## config.mk

```make
export PLATFORM = sky130hd
export DESIGN_NAME = aes_round_sequencer
export DESIGN_NICKNAME = d
export VERILOG_FILES = /design/src/rtl/aes_round_sequencer.sv
export SDC_FILE = /design/constraint.sdc
export NUM_CORES = 1
export LEC_CHECK = 0
export CAP_MARGIN = 20
export CORE_AREA = 10 10 301 303
export CTS_BUF_LIST = sky130_fd_sc_hd__clkbuf_4
export CTS_CLUSTER_SIZE = 8
export DETAILED_ROUTE_END_ITERATION = 8
export DIE_AREA = 0 0 311 313
export GPL_TIMING_DRIVEN = 0
export SYNTH_ARGS = -nofsm -noshare
export SYNTH_HDL_FRONTEND = slang
export SYNTH_SLANG_ARGS = --single-unit
```

## constraint.sdc

```tcl
create_clock -name clk -period 1.44 [get_ports clk]
set_clock_uncertainty 0.05 [all_clocks]
set_input_delay 0.36 -clock clk [delete_from_list [all_inputs] [get_ports clk]]
set_output_delay 0.36 -clock clk [all_outputs]
set_load 0.005 [all_outputs]
```

## src/rtl/aes_round_sequencer.sv

```systemverilog
// aes_round_sequencer: control sequencer for the byte-serial AES datapath.
// Buffers one plaintext/key block and walks the datapath through its rounds.
//
// Ports:
//   clk, rst              clock, synchronous active-high reset
//   in_valid/in_ready     upstream handshake for plain/key (128b each)
//   out_valid/out_ready   downstream handshake for zipher (128b)
//   dp_plain/dp_key       buffered block presented to the datapath
//   dp_load, dp_ark0      load and initial AddRoundKey strobes
//   dp_byte_en/_idx       byte step strobe and lane 0..15
//   dp_mix_en/dp_col      column mix strobe and column
//   dp_round, dp_final    current round (0 outside rounds), last-round flag
//   dp_state              datapath state, captured into zipher
//   busy                  engine not idle
// Optional: define AES_SEQ_PERF_EN to add perf_blocks/perf_stall counters.

module aes_round_sequencer #(
  parameter int NR      = 10,
  parameter int MIX_LAT = 4
) (
  input  logic         clk,
  input  logic         rst,
  input  logic         in_valid,
  output logic         in_ready,
  input  logic [127:0] plain,
  input  logic [127:0] key,
  output logic         out_valid,
  input  logic         out_ready,
  output logic [127:0] zipher,
  output logic [127:0] dp_plain,
  output logic [127:0] dp_key,
  output logic         dp_load,
  output logic         dp_ark0,
  output logic         dp_byte_en,
  output logic [3:0]   dp_byte_idx,
  output logic         dp_mix_en,
  output logic [1:0]   dp_col,
  output logic [3:0]   dp_round,
  output logic         dp_final,
  input  logic [127:0] dp_state,
  output logic         busy
`ifdef AES_SEQ_PERF_EN
  ,
  output logic [15:0]  perf_blocks,
  output logic [15:0]  perf_stall
`endif
);

  typedef enum logic [2:0] {
    S_IDLE,
    S_LOAD,
    S_ARK0,
    S_BYTES,
    S_MIX,
    S_CAP
  } state_t;

  localparam logic [3:0] LAST_RND = 4'(NR);
  localparam logic [3:0] LAST_COL = 4'(MIX_LAT - 1);

  state_t     state_q, state_d;
  logic       buf_full;
  logic [3:0] cnt_q;
  logic [3:0] round_q;
  logic       accept;
  logic       last_rnd;
  logic       cap;

  assign in_ready = !buf_full;
  assign accept   = in_valid && !buf_full;
  assign last_rnd = (round_q == LAST_RND);
  assign busy     = (state_q != S_IDLE);

  always_comb begin
    state_d     = state_q;
    dp_load     = 1'b0;
    dp_ark0     = 1'b0;
    dp_byte_en  = 1'b0;
    dp_mix_en   = 1'b0;
    dp_final    = 1'b0;
    dp_byte_idx = '0;
    dp_col      = '0;
    dp_round    = '0;
    cap         = 1'b0;
    unique case (state_q)
      // Starting on the accept itself puts LOAD
      // in the cycle right after acceptance.
      S_IDLE: begin
        if (buf_full || accept)
          state_d = S_LOAD;
      end
      S_LOAD: begin
        dp_load = 1'b1;
        state_d = S_ARK0;
      end
      S_ARK0: begin
        dp_ark0 = 1'b1;
        state_d = S_BYTES;
      end
      S_BYTES: begin
        dp_byte_en  = 1'b1;
        dp_byte_idx = cnt_q;
        dp_round    = round_q;
        dp_final    = last_rnd;
        if (cnt_q == 4'd15)
          state_d = last_rnd ? S_CAP : S_MIX;
      end
      S_MIX: begin
        dp_mix_en = 1'b1;
        dp_col    = cnt_q[1:0];
        dp_round  = round_q;
        if (cnt_q == LAST_COL)
          state_d = S_BYTES;
      end
      S_CAP: begin
        if (!out_valid || out_ready) begin
          cap     = 1'b1;
          state_d = S_IDLE;
        end
      end
      default: state_d = S_IDLE;
    endcase
  end

  always_ff @(posedge clk) begin
    if (rst) begin
      state_q   <= S_IDLE;
      buf_full  <= 1'b0;
      dp_plain  <= '0;
      dp_key    <= '0;
      cnt_q     <= '0;
      round_q   <= '0;
      out_valid <= 1'b0;
      zipher    <= '0;
    end else begin
      state_q <= state_d;

      if (state_q == S_LOAD)
        buf_full <= 1'b0;
      else if (accept)
        buf_full <= 1'b1;

      if (accept) begin
        dp_plain <= plain;
        dp_key   <= key;
      end

      if (state_d != state_q)
        cnt_q <= '0;
      else if (state_q == S_BYTES || state_q == S_MIX)
        cnt_q <= cnt_q + 4'd1;

      if (state_q == S_LOAD)
        round_q <= 4'd1;
      else if (state_q == S_MIX && state_d == S_BYTES)
        round_q <= round_q + 4'd1;

      // A reload in the handshake cycle keeps
      // out_valid high with the new result.
      if (cap) begin
        out_valid <= 1'b1;
        zipher    <= dp_state;
      end else if (out_valid && out_ready) begin
        out_valid <= 1'b0;
      end
    end
  end

`ifdef AES_SEQ_PERF_EN
  always_ff @(posedge clk) begin
    if (rst) begin
      perf_blocks <= '0;
      perf_stall  <= '0;
    end else begin
      if (cap)
        perf_blocks <= perf_blocks + 16'd1;
      if (state_q == S_CAP && !cap && perf_stall != 16'hFFFF)
        perf_stall <= perf_stall + 16'd1;
    end
  end
`endif

endmodule

```

# ---- Word level (Yosys, flattened, before mapping)
# Index checks and enable logic that the tools add are counted.
dict set report totals {
  reg_bits 397
  input_bits 388
  out_inout_bits 402
  elab_cells 56
}
dict set report op_classes {
  addsub 2
  n_eq_ne 10
  mux 20
  n_reduce_logical 15
}
# op count
set op_table {}
lappend op_table {{$pmux W3 S6} 1}
lappend op_table {{$mux W1} 12}
lappend op_table {{$mux W3} 4}
lappend op_table {{$eq A3 B2 Y1 const B} 3}
lappend op_table {{$add A4 B1 Y4 const B} 2}
lappend op_table {{$eq A4 B4 Y1 const B} 2}
lappend op_table {{$mux W4} 2}
lappend op_table {{$eq A3 B3 Y1 const B} 2}
lappend op_table {{$reduce_or A2 Y1} 3}
lappend op_table {{$eq A4 B2 Y1 const B} 1}
lappend op_table {{$reduce_bool A2 Y1} 2}
lappend op_table {{$eq A3 B1 Y1 const B} 1}
lappend op_table {{$logic_and A1 B1 Y1} 3}
lappend op_table {{$logic_not A3 Y1} 1}
lappend op_table {{$logic_or A1 B1 Y1} 3}
lappend op_table {{$ne A3 B3 Y1} 1}
lappend op_table {{$reduce_bool A3 Y1} 1}
lappend op_table {{$logic_not A1 Y1} 2}
lappend op_table {{$mux W2} 1}

# ---- Longest topological paths before layout
dict set report logic_depth {
  word_depth 9
  ltp_mapped 7
  ltp_nobuf 5
}

# ---- Worst setup path before layout
# Ideal clock, no wire load.
dict set report synth_path {
  path_kind {flip-flop to output port}
  start {register state_q[2]}
  end {output port dp_round[0]}
  arrival_time_ns 1.189
  t_required_ns 1.030
  slack_ns -0.159
  path_stages_with_launch 5
  n_path_buf 1
  path_cell_list {dfxtp_1 buf_6 or3b_4 nand2b_1 and2_1}
}
dict set report synth_between {
  elab_chain_len 3
  word_cells_on_any_way 4
  classes_between {eq/ne: 2; mux: 1; reduce/logical: 1}
}
# item line
set synth_lines {}
lappend synth_lines {{start: declaration} 61} ;# state_t state_q, state_d;
lappend synth_lines {{start signal: assignment} 136} ;# state_q <= state_d;
lappend synth_lines {{$eq A3 B2 Y1 or $eq A3 B3 Y1 (tied branches)} 85} ;# unique case (state_q)
lappend synth_lines {{$reduce_or A2 Y1 (no line) *} -}
lappend synth_lines {{$mux W4 *} 85}
lappend synth_lines {{end: declaration} 38} ;# output logic [3:0] dp_round,
# Every way passes the cells marked *; elsewhere a longest branch is shown, timed or not.

# ---- Worst setup path in the final report
dict set report layout_path {
  start {register state_q[1]}
  end {output port dp_col[0]}
}
dict set report layout_between {
  elab_chain_len 2
}
# item line
set layout_lines {}
lappend layout_lines {{$eq A3 B3 Y1} 85}
lappend layout_lines {{$mux W2} 85}
lappend layout_lines {{end: declaration} 37} ;# output logic [1:0] dp_col,
# No other way between the ends.

==> run_results.csv <==
group,metric,value,unit
detailed_routing,drc_errors,0,
clock_tree,clockRootBuffer,"clkbuf_4",
setup_path,rrSetupSlack,-0.64,ns
detailed_routing,vias,19167,
yosys,synth_warnings,0,
sta,whs,0.407,ns
detailed_routing,ant_nets,0,
sta,worst_slack,-1.02,ns
floorplanning,coreArea,84600,µm²
finish,layout.nets,3636,
yosys,synth_seq_cells,397,
global_route,grt_usage,16.8,%
detailed_routing,dr.pass1.iters,5,
clock_tree,htree_levels,3,
run_status,outcome,"complete, but fails checks",
finish,final_area,34800,µm²
sta,drv_slew,0,
yosys,syn_area_per_cell,7.92,µm²
clock_tree,clk_pin_slew_worst_paths,0.06,ns
yosys,ys_async_sr_fraction,0,%
placement,placed_area,23300,µm²
sta,fin_crit,2.46,ns
detailed_routing,wl_per_cell,21.3,µm
run_status,violations,"setup timing",
finish,fillerInstances,7745,
placement,place_ws,-1.67,ns
yosys,postSynthCellCount,1763,
pwr,switching_power,8430,µW
clock_tree,cts_buffers,112,
floorplanning,pin_count,790,
global_route,grt_pass1_wl,124,mm
yosys,yosysSeqAreaShare,56.9,%
sta,rsz0062_at_grt,"yes",
clock_tree,clock_latency,0.92,ns
pwr,powerDensity,844,nW/µm²
detailed_routing,drtIter0Drc,1043,
flow_run,maxCapViolCount,0,
hold_path,hp-class,"primary input to register",
clock_tree,clk_path_buf_depth,3,
setup_path,worstPathMaxFanout,6,
detailed_routing,routed_wl,95.4,mm
floorplanning,die_w,311,µm
detailed_routing,viasPerCell,4.29,
placement,placed_cells,3696,
clock_tree,cts_tree,"yes",
setup_path,worstSetupPathType,"register to primary output",
sta,slew_headroom,29.7,%
floorplanning,fp.dieArea,97300,µm²
sta,finalHoldViolCount,0,
hold_path,whs_path_depth,3,
floorplanning,rows,107,
yosys,syn_nets,2154,
floorplanning,die_y,313,µm
placement,port_buffers,788,
clock_tree,cts.sinks,397,
global_route,antenna_found_initial,10,
setup_path,cp-start-kind,"register",
yosys,synthFlopType,"dfxtp_1",
setup_path,worstPathRequired,1.03,ns
global_route,grt_overflow,0,
setup_path,crit_path_end_kind,"primary output",
yosys,synth_enable_flop_cells,0,
sta,max_freq,406,MHz
pwr,p_seq_share,40.6,%
pwr,p_comb_share,23.2,%
sta,post-route-period-util,171,%
pwr,p_int,20900,µW
setup_path,arrival,2.05,ns
yosys,synthesis.area,14000,µm²
finish,final_common_cell,"nand2_1",
sta,setup_violations,783,
setup_path,r2r_cells,15,
yosys,ys_types,48,
pwr,clkPwrFrac,36.2,%
finish,layout.cells.non_filler,4469,
finish,final_cell_mix,"nand2_1, buf_6, dlygate4sd3_1, clkdlybuf4s50_1, dfxtp_2",
sta,worst_slew_pin_slew,1.06,ns
floorplanning,initial_core_util,16.5,%
pwr,power.leakage,0.0142,µW
pwr,power,29400,µW
global_route,grt_pass1_vias,19159,
placement,globalplace.congestion,0.893,
pwr,p_sw_share,28.7,%
placement,hpwlAfterDp,59.3,mm
global_route,grt_max_degree,17,
pwr,vdd_drop_max,0.000863,V
finish,area_growth,149,%
finish,drive_above_1_share,50.0,%
[per-layer routing]
| layer | track usage (%) | vias to the layer above | wire [µm] |
|---|---|---|---|
| li1 | - | 8721 | - |
| met4 | 9.33 | 6 | 4900 |
| met5 | 0 | - | 44 |
| met1 | 19.0 | 9188 | 37700 |
| met2 | 27.8 | 981 | 45400 |
| met3 | 5.37 | 271 | 7300 |
[timing repair]
item                                   4_1_cts  5_1_grt
pin swaps                                   51      150
endpoints found under the hold margin      387        0
buffers inserted                            58       97
hold buffers                               386        0
gates cloned                                29       27
setup endpoints to repair                  789      792
gates resized for setup                   2701      612
[area by class of cell]
cell class	count	area, µm²	share of cell area, %
multi-input combinational	1225	6950	20.0
tap	1144	1430	4.12
clock buffer	171	1280	3.69
sequential	397	8470	24.4
buffer	125	1440	4.13
antenna	5	12.5	0.0360
timing repair buffer	1377	15100	43.3
inverter	7	36.3	0.104
clock inverter	18	90.1	0.259
[metrics by stage]
stage          TNS (ns)  utilization, %
5_1_grt         -298.02            41.1
3_3_place_gp    -547.74            27.6
6_report        -218.35            41.1
2_1_floorplan    -0.536               -
3_5_place_dp    -470.60            27.6
4_1_cts         -319.34            37.3
[path summary, 6_finish.rpt]
path,startpoint,end
setup reg to reg,state_q[0]$_SDFF_PP0_,zipher[25]$_SDFFE_PP0P_
hold / removal,in_valid,buf_full$_SDFFE_PP0P_
setup / recovery,state_q[1]$_SDFF_PP0_,dp_col[0]
hold reg to reg,dp_plain[41]$_SDFFE_PP0P_,dp_plain[41]$_SDFFE_PP0P_
[registers in the layout, indices dropped and copies added (netlist names)]
signal,cells
dp_key,128
cnt_q,4
zipher,128
state_q,3
dp_plain,128
buf_full,1
out_valid,1
round_q,4
[cell usage after synthesis, types with 2 or more instances]
library cell,count,area share [%]
nand2_1,770,21
dfxtp_1,397,57
a21oi_1,385,14
clkbuf_1,60,1.6
buf_2,36,1.3
buf_4,25,1.3
nor2_1,12,0.32
buf_1,10,0.27
and2_1,8,0.36
inv_1,6,0.16
xnor2_1,4,0.25
ha_1,3,0.27
nand2b_1,3,0.13
a211oi_1,2,0.11
a32oi_1,2,0.13
and2_2,2,0.11
clkbuf_2,2,0.072
nand3_1,2,0.072
nor2b_1,2,0.090
o21ai_0,2,0.072
or2_2,2,0.090
xor2_1,2,0.13
[power by group through the flow]
stage                     Sequential (µW)  Combinational [µW]  Clock (µW)
final                               11900                6800       10600
after global routing                12000                7140       11500
after CTS                           11900                5570       10800
after detailed placement            12000                3810           0
after global placement              11900                3820           0
after floorplan                     12000                1060           0
[cell families after synthesis]
| kind of cell | Yosys count | synth area share, % |
|---|---|---|
| xor+xnor | 6 | 0.376 |
| simple gates | 815 | 22.8 |
| fa+ha+maj | 3 | 0.269 |
| mux | 1 | 0.0717 |
| buf+inv | 141 | 4.87 |
| compound gates | 400 | 14.7 |
| flops | 397 | 56.9 |
[worst max-delay path, stage by stage (launching register included)]
cell	delay [ns]
dfxtp_4	0.36
or3b_4	0.41
buf_6	0.15
inv_8	0.05
and2_4	0.13
buf_6	0.10
(Power assumes the default switching activity.)
